File: config.mk
export PLATFORM = sky130hd
export DESIGN_NAME = encode_6466b_fsm
export DESIGN_NICKNAME = d
export VERILOG_FILES = /design/src/rtl/code_defs_pkg.sv /design/src/rtl/encode_6466b_core.sv /design/src/rtl/encode_6466b_fsm.sv
export SDC_FILE = /design/constraint.sdc
export NUM_CORES = 1
export LEC_CHECK = 0
export BUFFER_PORTS_ARGS = -buffer_cell sky130_fd_sc_hd__buf_2
export CAP_MARGIN = 10
export CORE_MARGIN = 2
export CORE_UTILIZATION = 64
export CTS_CLUSTER_DIAMETER = 30
export CTS_CLUSTER_SIZE = 14
export DETAILED_ROUTE_END_ITERATION = 10
export GPL_TIMING_DRIVEN = 0
export PLACE_DENSITY = 0.87
export REMOVE_ABC_BUFFERS = 1
export SYNTH_ARGS = -nofsm -noshare
export SYNTH_HDL_FRONTEND = slang
export SYNTH_SLANG_ARGS = --single-unit
File: constraint.sdc
create_clock -name i_txc -period 10.6 [get_ports i_txc]
set_clock_uncertainty 0.1 [all_clocks]
set_input_delay 3.18 -clock i_txc [delete_from_list [all_inputs] [get_ports i_txc]]
set_output_delay 3.18 -clock i_txc [all_outputs]
set_load 0.02 [all_outputs]
File: src/rtl/code_defs_pkg.sv
// Shared 64b/66b definitions: XGMII characters, 10GBASE-R control codes,
// block types, sync headers and the transmit FSM / block class enums.
package code_defs_pkg;

    localparam logic [7:0] RS_IDLE  = 8'h07;
    localparam logic [7:0] RS_START = 8'hFB;
    localparam logic [7:0] RS_TERM  = 8'hFD;
    localparam logic [7:0] RS_SEQ   = 8'h9C;
    localparam logic [7:0] RS_SIG   = 8'h5C;

    localparam logic [6:0] CC_ERROR = 7'h1E;
    localparam logic [3:0] OC_SEQ   = 4'h0;
    localparam logic [3:0] OC_SIG   = 4'hF;

    localparam logic [7:0] BT_IDLE  = 8'h1E;
    localparam logic [7:0] BT_O4    = 8'h2D;
    localparam logic [7:0] BT_S4    = 8'h33;
    localparam logic [7:0] BT_O0S4  = 8'h66;
    localparam logic [7:0] BT_O0O4  = 8'h55;
    localparam logic [7:0] BT_S0    = 8'h78;
    localparam logic [7:0] BT_O0    = 8'h4B;

    localparam logic [1:0] SYNC_DATA = 2'b01;
    localparam logic [1:0] SYNC_CTL  = 2'b10;

    localparam logic [63:0] E_BLOCK = {{8{CC_ERROR}}, BT_IDLE};

    typedef enum logic [2:0] {
        TX_INIT = 3'd0,
        TX_C    = 3'd1,
        TX_D    = 3'd2,
        TX_T    = 3'd3,
        TX_E    = 3'd4
    } tx_state_t;

    typedef enum logic [2:0] {
        BLK_C = 3'd0,
        BLK_S = 3'd1,
        BLK_D = 3'd2,
        BLK_T = 3'd3,
        BLK_E = 3'd4
    } blk_class_t;

    function automatic logic [7:0] t_type(input int unsigned n);
        case (n)
            0:       t_type = 8'h87;
            1:       t_type = 8'h99;
            2:       t_type = 8'hAA;
            3:       t_type = 8'hB4;
            4:       t_type = 8'hCC;
            5:       t_type = 8'hD2;
            6:       t_type = 8'hE1;
            default: t_type = 8'hFF;
        endcase
    endfunction

    // Mask of lanes strictly below lane n (n may be 8).
    function automatic logic [7:0] lanes_below(input int unsigned n);
        logic [15:0] m;
        m = (16'd1 << n) - 16'd1;
        return m[7:0];
    endfunction

endpackage

File: src/rtl/encode_6466b_core.sv
// Combinational 64b/66b block encoder: one 64-bit XGMII block in,
// payload + sync header + block class out.
module encode_6466b_core
    import code_defs_pkg::*;
(
    input  logic [63:0] i_data,
    input  logic [7:0]  i_ctl,
    output logic [63:0] o_payload,
    output logic [1:0]  o_header,
    output blk_class_t  o_class
);

    logic [7:0] idle, ord, start, term;
    logic [3:0] o0, o4;

    always_comb begin
        idle  = '0;
        ord   = '0;
        start = '0;
        term  = '0;
        for (int unsigned i = 0; i < 8; i++) begin
            idle[i]  = i_ctl[i] && (i_data[8*i +: 8] == RS_IDLE);
            ord[i]   = i_ctl[i] && (i_data[8*i +: 8] == RS_SEQ || i_data[8*i +: 8] == RS_SIG);
            start[i] = i_ctl[i] && (i_data[8*i +: 8] == RS_START);
            term[i]  = i_ctl[i] && (i_data[8*i +: 8] == RS_TERM);
        end
        o0 = (i_data[7:0]   == RS_SIG) ? OC_SIG : OC_SEQ;
        o4 = (i_data[39:32] == RS_SIG) ? OC_SIG : OC_SEQ;
    end

    // Idle lanes always encode to control code 0, so they appear as zero fill.
    always_comb begin
        o_payload = E_BLOCK;
        o_header  = SYNC_CTL;
        o_class   = BLK_E;
        if (i_ctl == '0) begin
            o_payload = i_data;
            o_header  = SYNC_DATA;
            o_class   = BLK_D;
        end else if (idle == '1) begin
            o_payload = {56'h0, BT_IDLE};
            o_class   = BLK_C;
        end else if (idle[3:0] == '1 && ord[4] && i_ctl[7:5] == '0) begin
            o_payload = {i_data[63:40], o4, 28'h0, BT_O4};
            o_class   = BLK_C;
        end else if (idle[3:0] == '1 && start[4] && i_ctl[7:5] == '0) begin
            o_payload = {i_data[63:40], 4'h0, 28'h0, BT_S4};
            o_class   = BLK_S;
        end else if (ord[0] && i_ctl[3:1] == '0 && start[4] && i_ctl[7:5] == '0) begin
            o_payload = {i_data[63:40], 4'h0, o0, i_data[31:8], BT_O0S4};
            o_class   = BLK_S;
        end else if (ord[0] && i_ctl[3:1] == '0 && ord[4] && i_ctl[7:5] == '0) begin
            o_payload = {i_data[63:40], o4, o0, i_data[31:8], BT_O0O4};
            o_class   = BLK_C;
        end else if (start[0] && i_ctl[7:1] == '0) begin
            o_payload = {i_data[63:8], BT_S0};
            o_class   = BLK_S;
        end else if (ord[0] && i_ctl[3:1] == '0 && idle[7:4] == '1) begin
            o_payload = {28'h0, o0, i_data[31:8], BT_O0};
            o_class   = BLK_C;
        end else begin
            for (int unsigned n = 0; n < 8; n++) begin
                if (term[n] && (i_ctl & lanes_below(n)) == '0
                    && (~idle & ~lanes_below(n + 1)) == '0) begin
                    o_payload = ((i_data & ((64'h1 << (8*n)) - 64'h1)) << 8) | {56'h0, t_type(n)};
                    o_class   = BLK_T;
                end
            end
        end
    end

endmodule

File: src/rtl/encode_6466b_fsm.sv
// 64b/66b PCS transmit encoder: beat assembly, clause-49 transmit FSM,
// saturating illegal-block counter and beat-serialised output.
module encode_6466b_fsm
    import code_defs_pkg::*;
#(
    parameter int unsigned DATA_WIDTH    = 32,
    parameter int unsigned ERR_CNT_WIDTH = 16
) (
    input  logic                      i_txc,
    input  logic                      i_reset,
    input  logic                      i_init_done,
    input  logic [DATA_WIDTH-1:0]     i_txd,
    input  logic [DATA_WIDTH/8-1:0]   i_txctl,
    input  logic                      i_tx_pause,
    input  logic                      i_err_clear,
    output logic [DATA_WIDTH-1:0]     o_txd,
    output logic [1:0]                o_tx_header,
    output logic [2:0]                o_tx_state,
    output logic [ERR_CNT_WIDTH-1:0]  o_err_count
);

    localparam int unsigned DATA_NBYTES = DATA_WIDTH / 8;
    localparam int unsigned NBEATS      = 64 / DATA_WIDTH;
    localparam int unsigned BEAT_W      = (NBEATS > 1) ? $clog2(NBEATS) : 1;
    localparam logic [BEAT_W-1:0] LAST_BEAT = BEAT_W'(NBEATS - 1);

    if (DATA_WIDTH != 16 && DATA_WIDTH != 32 && DATA_WIDTH != 64) begin : g_bad_width
        $error("encode_6466b_fsm: DATA_WIDTH must be 16, 32 or 64");
    end

    logic [BEAT_W-1:0] beat;
    logic [31:0]       beat_ofs, beat_cofs;
    logic              adv, last, done;
    logic [63:0]       blk_d, enc_pl, out_blk;
    logic [7:0]        blk_c;
    logic [1:0]        enc_hdr, out_hdr;
    blk_class_t        enc_cls;
    tx_state_t         state, nxt;
    logic              bump;

    assign adv       = !i_tx_pause;
    assign last      = (beat == LAST_BEAT);
    assign done      = adv && last;
    assign beat_ofs  = 32'(beat) * DATA_WIDTH;
    assign beat_cofs = 32'(beat) * DATA_NBYTES;

    always_ff @(posedge i_txc or posedge i_reset) begin
        if (i_reset)  beat <= '0;
        else if (adv) beat <= last ? '0 : beat + BEAT_W'(1);
    end

    if (NBEATS > 1) begin : g_stage
        localparam int unsigned SW = 64 - DATA_WIDTH;
        localparam int unsigned SC = 8 - DATA_NBYTES;
        logic [SW-1:0] stage_d;
        logic [SC-1:0] stage_c;

        always_ff @(posedge i_txc or posedge i_reset) begin
            if (i_reset) begin
                stage_d <= '0;
                stage_c <= '0;
            end else if (adv && !last) begin
                stage_d[beat_ofs +: DATA_WIDTH]   <= i_txd;
                stage_c[beat_cofs +: DATA_NBYTES] <= i_txctl;
            end
        end

        assign blk_d = {i_txd, stage_d};
        assign blk_c = {i_txctl, stage_c};
    end else begin : g_nostage
        assign blk_d = i_txd;
        assign blk_c = i_txctl;
    end

    encode_6466b_core u_core (
        .i_data    (blk_d),
        .i_ctl     (blk_c),
        .o_payload (enc_pl),
        .o_header  (enc_hdr),
        .o_class   (enc_cls)
    );

    always_comb begin
        nxt = TX_E;
        case (state)
            TX_INIT, TX_C, TX_T: begin
                if (enc_cls == BLK_C)      nxt = TX_C;
                else if (enc_cls == BLK_S) nxt = TX_D;
            end
            TX_D: begin
                if (enc_cls == BLK_D)      nxt = TX_D;
                else if (enc_cls == BLK_T) nxt = TX_T;
            end
            TX_E: begin
                case (enc_cls)
                    BLK_D:   nxt = TX_D;
                    BLK_T:   nxt = TX_T;
                    BLK_C:   nxt = TX_C;
                    BLK_S:   nxt = TX_D;
                    default: nxt = TX_E;
                endcase
            end
            default: nxt = TX_E;
        endcase
    end

    // Output block only changes at block boundaries so the header stays stable.
    always_ff @(posedge i_txc or posedge i_reset) begin
        if (i_reset) begin
            state   <= TX_INIT;
            out_blk <= E_BLOCK;
            out_hdr <= SYNC_CTL;
        end else if (done) begin
            if (!i_init_done) begin
                state   <= TX_INIT;
                out_blk <= E_BLOCK;
                out_hdr <= SYNC_CTL;
            end else if (nxt == TX_E) begin
                state   <= TX_E;
                out_blk <= E_BLOCK;
                out_hdr <= SYNC_CTL;
            end else begin
                state   <= nxt;
                out_blk <= enc_pl;
                out_hdr <= enc_hdr;
            end
        end
    end

    assign bump = done && i_init_done && (nxt == TX_E);

    always_ff @(posedge i_txc or posedge i_reset) begin
        if (i_reset)                    o_err_count <= '0;
        else if (i_err_clear)           o_err_count <= '0;
        else if (bump && o_err_count != '1) o_err_count <= o_err_count + ERR_CNT_WIDTH'(1);
    end

    assign o_txd       = out_blk[beat_ofs +: DATA_WIDTH];
    assign o_tx_header = out_hdr;
    assign o_tx_state  = state;

endmodule

# Word-level counts from Yosys, hierarchy flattened
# Index checks and enable logic that the tools add are counted.
[word_totals]
ff_bits = 122
inputBits = 41
output_inout_bits = 53
elab_cells = 250
[op_classes]
add_sub_neg = 4
n_eq_ne = 34
shifts = 5
muxes = 115
bitwise = 8
n_reduce_logical = 77
[op_table]
columns = ["cell", "count"]
rows = [
  ["64-bit two-way mux", 17],
  ["8-bit two-way mux", 63],
  ["8-bit zero test", 15],
  ["8-bit equality test, second input constant", 13],
  ["3-bit two-way mux", 22],
  ["8-bit by 3-bit equality test with 1-bit output, second input constant", 8],
  ["64-bit by 8-bit bitwise OR with 64-bit output", 1],
  ["64-bit by 7-bit indexed part select with 32-bit output", 1],
  ["62-bit two-way mux", 1],
  ["56-bit by 8-bit bitwise OR with 56-bit output", 1],
  ["1-bit logical AND", 50],
  ["48-bit by 8-bit bitwise OR with 48-bit output", 1],
  ["40-bit by 8-bit bitwise OR with 40-bit output", 1],
  ["3-bit negation with 34-bit output", 1],
  ["6-bit negation with 34-bit output", 1],
  ["32-bit by 34-bit variable shift with 32-bit output, first input constant", 1],
  ["4-bit by 34-bit variable shift with 4-bit output, first input constant", 1],
  ["32-bit by 34-bit indexed part select with 32-bit output", 1],
  ["4-bit by 34-bit indexed part select with 4-bit output", 1],
  ["32-bit bitwise mux", 1],
  ["16-bit two-way mux", 2],
  ["32-bit by 8-bit bitwise OR with 32-bit output", 1],
  ["24-bit by 8-bit bitwise OR with 24-bit output", 1],
  ["3-bit one-hot mux with 3 select lines", 2],
  ["other kinds (21)", 36],
]

# Depth between registers and ports, before layout
[logic_depth]
depth_word = 32
ltp_mapped = 12
ltp_nobuf = 9

# Cells and area by module
# A second synthesis with hierarchy kept.
[unflattened]
cells_unflattened = 738
area_unflattened_um2 = 7413.4
[by_module_without_submodules]
columns = ["mod", "n_inst", "cells_each", "area_per_inst_um2", "seq_area_each_um2"]
rows = [
  ["encode_6466b_fsm", 1, 393, 5238.8, 3099.2],
  ["encode_6466b_core", 1, 345, 2174.6, 0.0],
]

# Worst setup path after synthesis
# OpenSTA, ideal clock, no wires.
[synth_path]
path_type = "input to register"
from = "input i_txd[6]"
to = "register o_err_count[7]"
setup_time_ps = 127
arrival_ps = 5863
required_time_ps = 10373
setup_slack_ps = 4510
path_stages = 11
n_path_buf = 2
path_cell_list = "buf_2 > nand4_1 > or4_1 > clkbuf_1 > a2111oi_0 > a311oi_1 > a31oi_1 > mux2_4 > nor3b_4 > and3_1 > mux2_1"
[synth_via]
elab_chain_len = 29
elab_cells_between_ends = 63
classes_between = "eq/ne: 11; mux: 22; bitwise: 1; reduce/logical: 29"
[synth_rtl]
columns = ["element", "line", "source"]
rows = [
  ["from (decl)", "encode_6466b_fsm.sv:12", "input logic [DATA_WIDTH-1:0] i_txd,"],
  ["8-bit by 3-bit equality test with 1-bit output", "encode_6466b_core.sv:22", "idle[i] = i_ctl[i] && (i_data[8*i +: 8] == RS_IDLE);"],
  ["1-bit logical AND", "encode_6466b_core.sv:22", ""],
  ["8-bit inverter", "encode_6466b_core.sv:64", "&& (~idle & ~lanes_below(n + 1)) == '0) begin"],
  ["8-bit zero test", "encode_6466b_core.sv:64", ""],
  ["1-bit logical AND", "encode_6466b_core.sv:64", ""],
  ["3-bit two-way mux (8 in series)", "encode_6466b_core.sv:63", "if (term[n] && (i_ctl & lanes_below(n)) == '0"],
  ["3-bit two-way mux", "encode_6466b_core.sv:58", "end else if (ord[0] && i_ctl[3:1] == '0 && idle[7:4] == '1) begin"],
  ["3-bit two-way mux", "encode_6466b_core.sv:55", "end else if (start[0] && i_ctl[7:1] == '0) begin"],
  ["(+6 left out)", "-", ""],
  ["3-bit by 1-bit equality test with 1-bit output (tied with other cells)", "encode_6466b_fsm.sv:88, encode_6466b_fsm.sv:95", ""],
  ["2-bit OR reduction (no line) (tied with other cells)", "-", ""],
  ["3-bit one-hot mux with 3 select lines (tied with other cells)", "encode_6466b_fsm.sv:95", "case (enc_cls)"],
  ["3-bit one-hot mux with 3 select lines (*)", "encode_6466b_fsm.sv:85", "case (state)"],
  ["3-bit equality test (*)", "encode_6466b_fsm.sv:130", "assign bump = done && i_init_done && (nxt == TX_E);"],
  ["1-bit logical AND (*)", "encode_6466b_fsm.sv:130", ""],
  ["1-bit logical AND (*)", "encode_6466b_fsm.sv:135", "else if (bump && o_err_count != '1) o_err_count <= o_err_count + ERR_CNT_WIDTH'(1);"],
  ["2-bit nonzero test (no line) (*)", "-", ""],
  ["to (signal assigned)", "encode_6466b_fsm.sv:135", ""],
  ["to (decl)", "encode_6466b_fsm.sv:19", "output logic [ERR_CNT_WIDTH-1:0] o_err_count"],
]
# Every way passes the cells marked *; elsewhere a longest branch is shown, timed or not.
# A chain may end at the register's enable or synchronous reset.

# Worst setup path in the final report
[layout_path]
from = "input i_txd[12]"
to = "register o_err_count[7]"
# Same word-level chain as after synthesis.

==> results.json <==
{
  "status": "finished clean",
  "drc": 0,
  "drive_gt1_share_pct": 29.99,
  "yosys_warnings": 0,
  "ff2ff_setup_slack_ns": 6.13,
  "start_kind": "primary input",
  "nNetsFinal": 946,
  "slew_headroom_pct": 29.76,
  "wl_met3_um": 2949,
  "dp_cells": 1028,
  "synth_top_area_share_pct": 28.08,
  "tightest_slew_ns": 1.047,
  "cts-resized-gates": 0,
  "cts_setup_buffers": 0,
  "hold_class": "reg2reg",
  "die_y_um": 112.8,
  "viasPerCell": 7.309,
  "utilization_pct": 77.15,
  "reg2reg_to": "o_err_count[7]",
  "grt_max_degree": 73,
  "antenna_left": 0,
  "finalMaxSlewViolations": 0,
  "fp-row-count": 39,
  "netlist_instances": 827,
  "peakVddDrop_mv": 0.1663,
  "core-area_mm2": 0.01147,
  "wirelength_met1_um": 9856,
  "yosysTopAreaCell": "dfrtp_1",
  "place.gp.congestion": 1.040,
  "timing.final.crit_share_pct": 62.16,
  "grt-ovfl-total": 0,
  "die_x_um": 112.8,
  "worstSetupStartpoint": "i_txd[12]",
  "ys.flop_type": "dfrtp_1",
  "final.setup.tns_ns": 0,
  "track_usage_pct": 42.27,
  "area.sequential_mm2": 0.003100,
  "leakagePower_nw": 3.811,
  "grt_pass1_wl_um": 41570,
  "crit_path_end_kind": "flip-flop",
  "cts_sinks": 122,
  "cts_made_buffers": 17,
  "highest_layer": "met4",
  "htree_num_levels": 4,
  "p_total_mw": 1.860,
  "dr.pass1.iters": 7,
  "initial_core_util_pct": 66.06,
  "layout.cells.non_filler": 1060,
  "first_iter_violations": 1154,
  "setup_violations": 0,
  "grt_pass1_vias": 7431,
  "io_buffers": 93,
  "critPathKind": "in2reg",
  "reg2reg_depth": 9,
  "die_area_mm2": 0.01272,
  "multi_input_area_mm2": 0.004288,
  "finalHoldViolations": 0,
  "crit_required_ns": 10.82,
  "wl_met2_um": 11990,
  "clk_latency_ns": 0.44,
  "hold_buffers": 0,
  "n_fill_cell": 759,
  "endpoint": "o_err_count[7]",
  "ys_seq_elements": 122,
  "ys_seq_area_share_pct": 40.92,
  "wl_per_cell_um": 24.84,
  "wl_um": 26330,
  "syn_area_per_cell_um2": 9.159,
  "rsz0062_at_grt": "false",
  "cts_tree": "done",
  "maxCapViolCount": 0,
  "ios": 94,
  "arrival_ns": 6.81,
  "n_antenna_cell": 0,
  "fmax_mhz": 151.8,
  "vias": 7748,
  "fin_ws_ns": 4.011,
  "clockRootBuffer": "clkbuf_16",
  "async_reset_ff_share_pct": 100.0,
  "dp_slack_ns": 3.655,
  "antenna_found_initial": 0,
  "ys_types": 81,
  "regToRegStartpoint": "g_stage.stage_c[0]",
  "clkTransAtPathRegs_ns": 0.07,
  "max-clock-path-buffers": 2,
  "synth_area_leaders": "dfrtp_1, dfstp_2, mux2_2",
  "synth-edff-count": 0,
  "mappedNetlistArea_mm2": 0.007575,
  "dpl.hpwl_um": 17990,
  "critPathMaxFanout": 19,
  "p_per_area_mw_per_mm2": 210.2,
  "fin_crit_ns": 6.589,
  "area_growth_pct": 16.80
}
where the power goes:
group	internal, mW	switching, mW	total [mW]
sequential	0.541	0.197	0.737
combinational	0.243	0.267	0.510
clock	0.376	0.236	0.612
layout by cell type, fill, tap and decap left out, types with 10 or more instances in the layout:
cell type	n
clkbuf_16	17
dfstp_2	37
nand2b_1	12
buf_2	93
nor3_1	12
nor2b_1	11
dfrtp_1	84
nand4_1	11
a22oi_1	34
nor2_1	74
o21ai_0	59
a21oi_1	77
and2_1	10
nand2_1	90
mux2_2	68
and3_1	16
a21o_1	17
nand3_1	20
logic make-up after synthesis:
logic type      synth area share [%]
buf+inv                        3.056
xor+xnor                      0.5782
simple gates                   24.23
fa+ha+maj                     0.1652
compound gates                 19.28
flops                          40.92
mux                            11.78
synthesized netlist by cell type, types with 6 or more instances:
cell      count
a22oi_1      34
nor2b_1      12
and3_1       16
dfrtp_1      85
inv_1         6
or3_1         9
nand4_1      11
nand2_1      90
and2_1       10
mux2_2       68
nor4_1        8
buf_2         8
nand2b_1     12
o21ai_0      61
dfstp_2      37
mux2_1        9
nor3_1       13
nand3b_1      6
a31oi_1       6
clkbuf_1     30
a21oi_1      77
nand3_1      20
nand4b_1      8
a21o_1       17
nor2_1       75
critical path, stage by stage:
cell and delay [ns]:
buf_2 0.16, or4_1 0.63, nor4_4 0.46, nand3_2 0.28, a211oi_2 0.30, nor3_2 0.15, mux2_4 0.35, nor3b_4 0.66
and3_1 0.28, mux2_1 0.33
flip-flops by register name, summed over array words and instances, names as in the netlist:
register,cells
g_stage.stage_d,32
g_stage.stage_c,4
out_blk,64
o_tx_state,3
o_tx_header,2
o_err_count,16
beat,1
metal layers:
layer,GRT usage (%),up-vias
met2,64.91,646
met1,54.98,3717
met5,0,-
li1,-,3223
met3,9.963,162
met4,24.80,0
final cells by class:
cell class	count	share of cell area [%]
tap	143	2.022
multi-input combinational	653	48.47
sequential	122	35.04
timing repair buffer	104	7.326
clock buffer	18	4.964
clock inverter	14	1.895
inverter	6	0.2828
how the worst min path moves through the flow:
stage / endpoint / cells past startpoint / from / slack, ns
floorplan: out_blk[34] / 2 / out_blk[34] / 0.34
global placement: out_blk[5] / 1 / out_blk[5] / 0.36
detailed placement: out_blk[34] / 2 / out_blk[34] / 0.37
CTS: out_blk[5] / 1 / out_blk[5] / 0.38
global route: out_blk[7] / 2 / out_blk[7] / 0.40
finish: out_blk[5] / 1 / out_blk[5] / 0.37
metrics by stage:
step | hold slack [ns] | instance area [um^2]
after global placement | 0.3577 | 8010
after global routing | 0.4015 | 8847
after detailed placement | 0.3669 | 8240
after CTS | 0.3793 | 8847
final | 0.3743 | 8847
after floorplan | 0.3444 | 7366
Note: power is estimated with default switching activity, not from simulation.
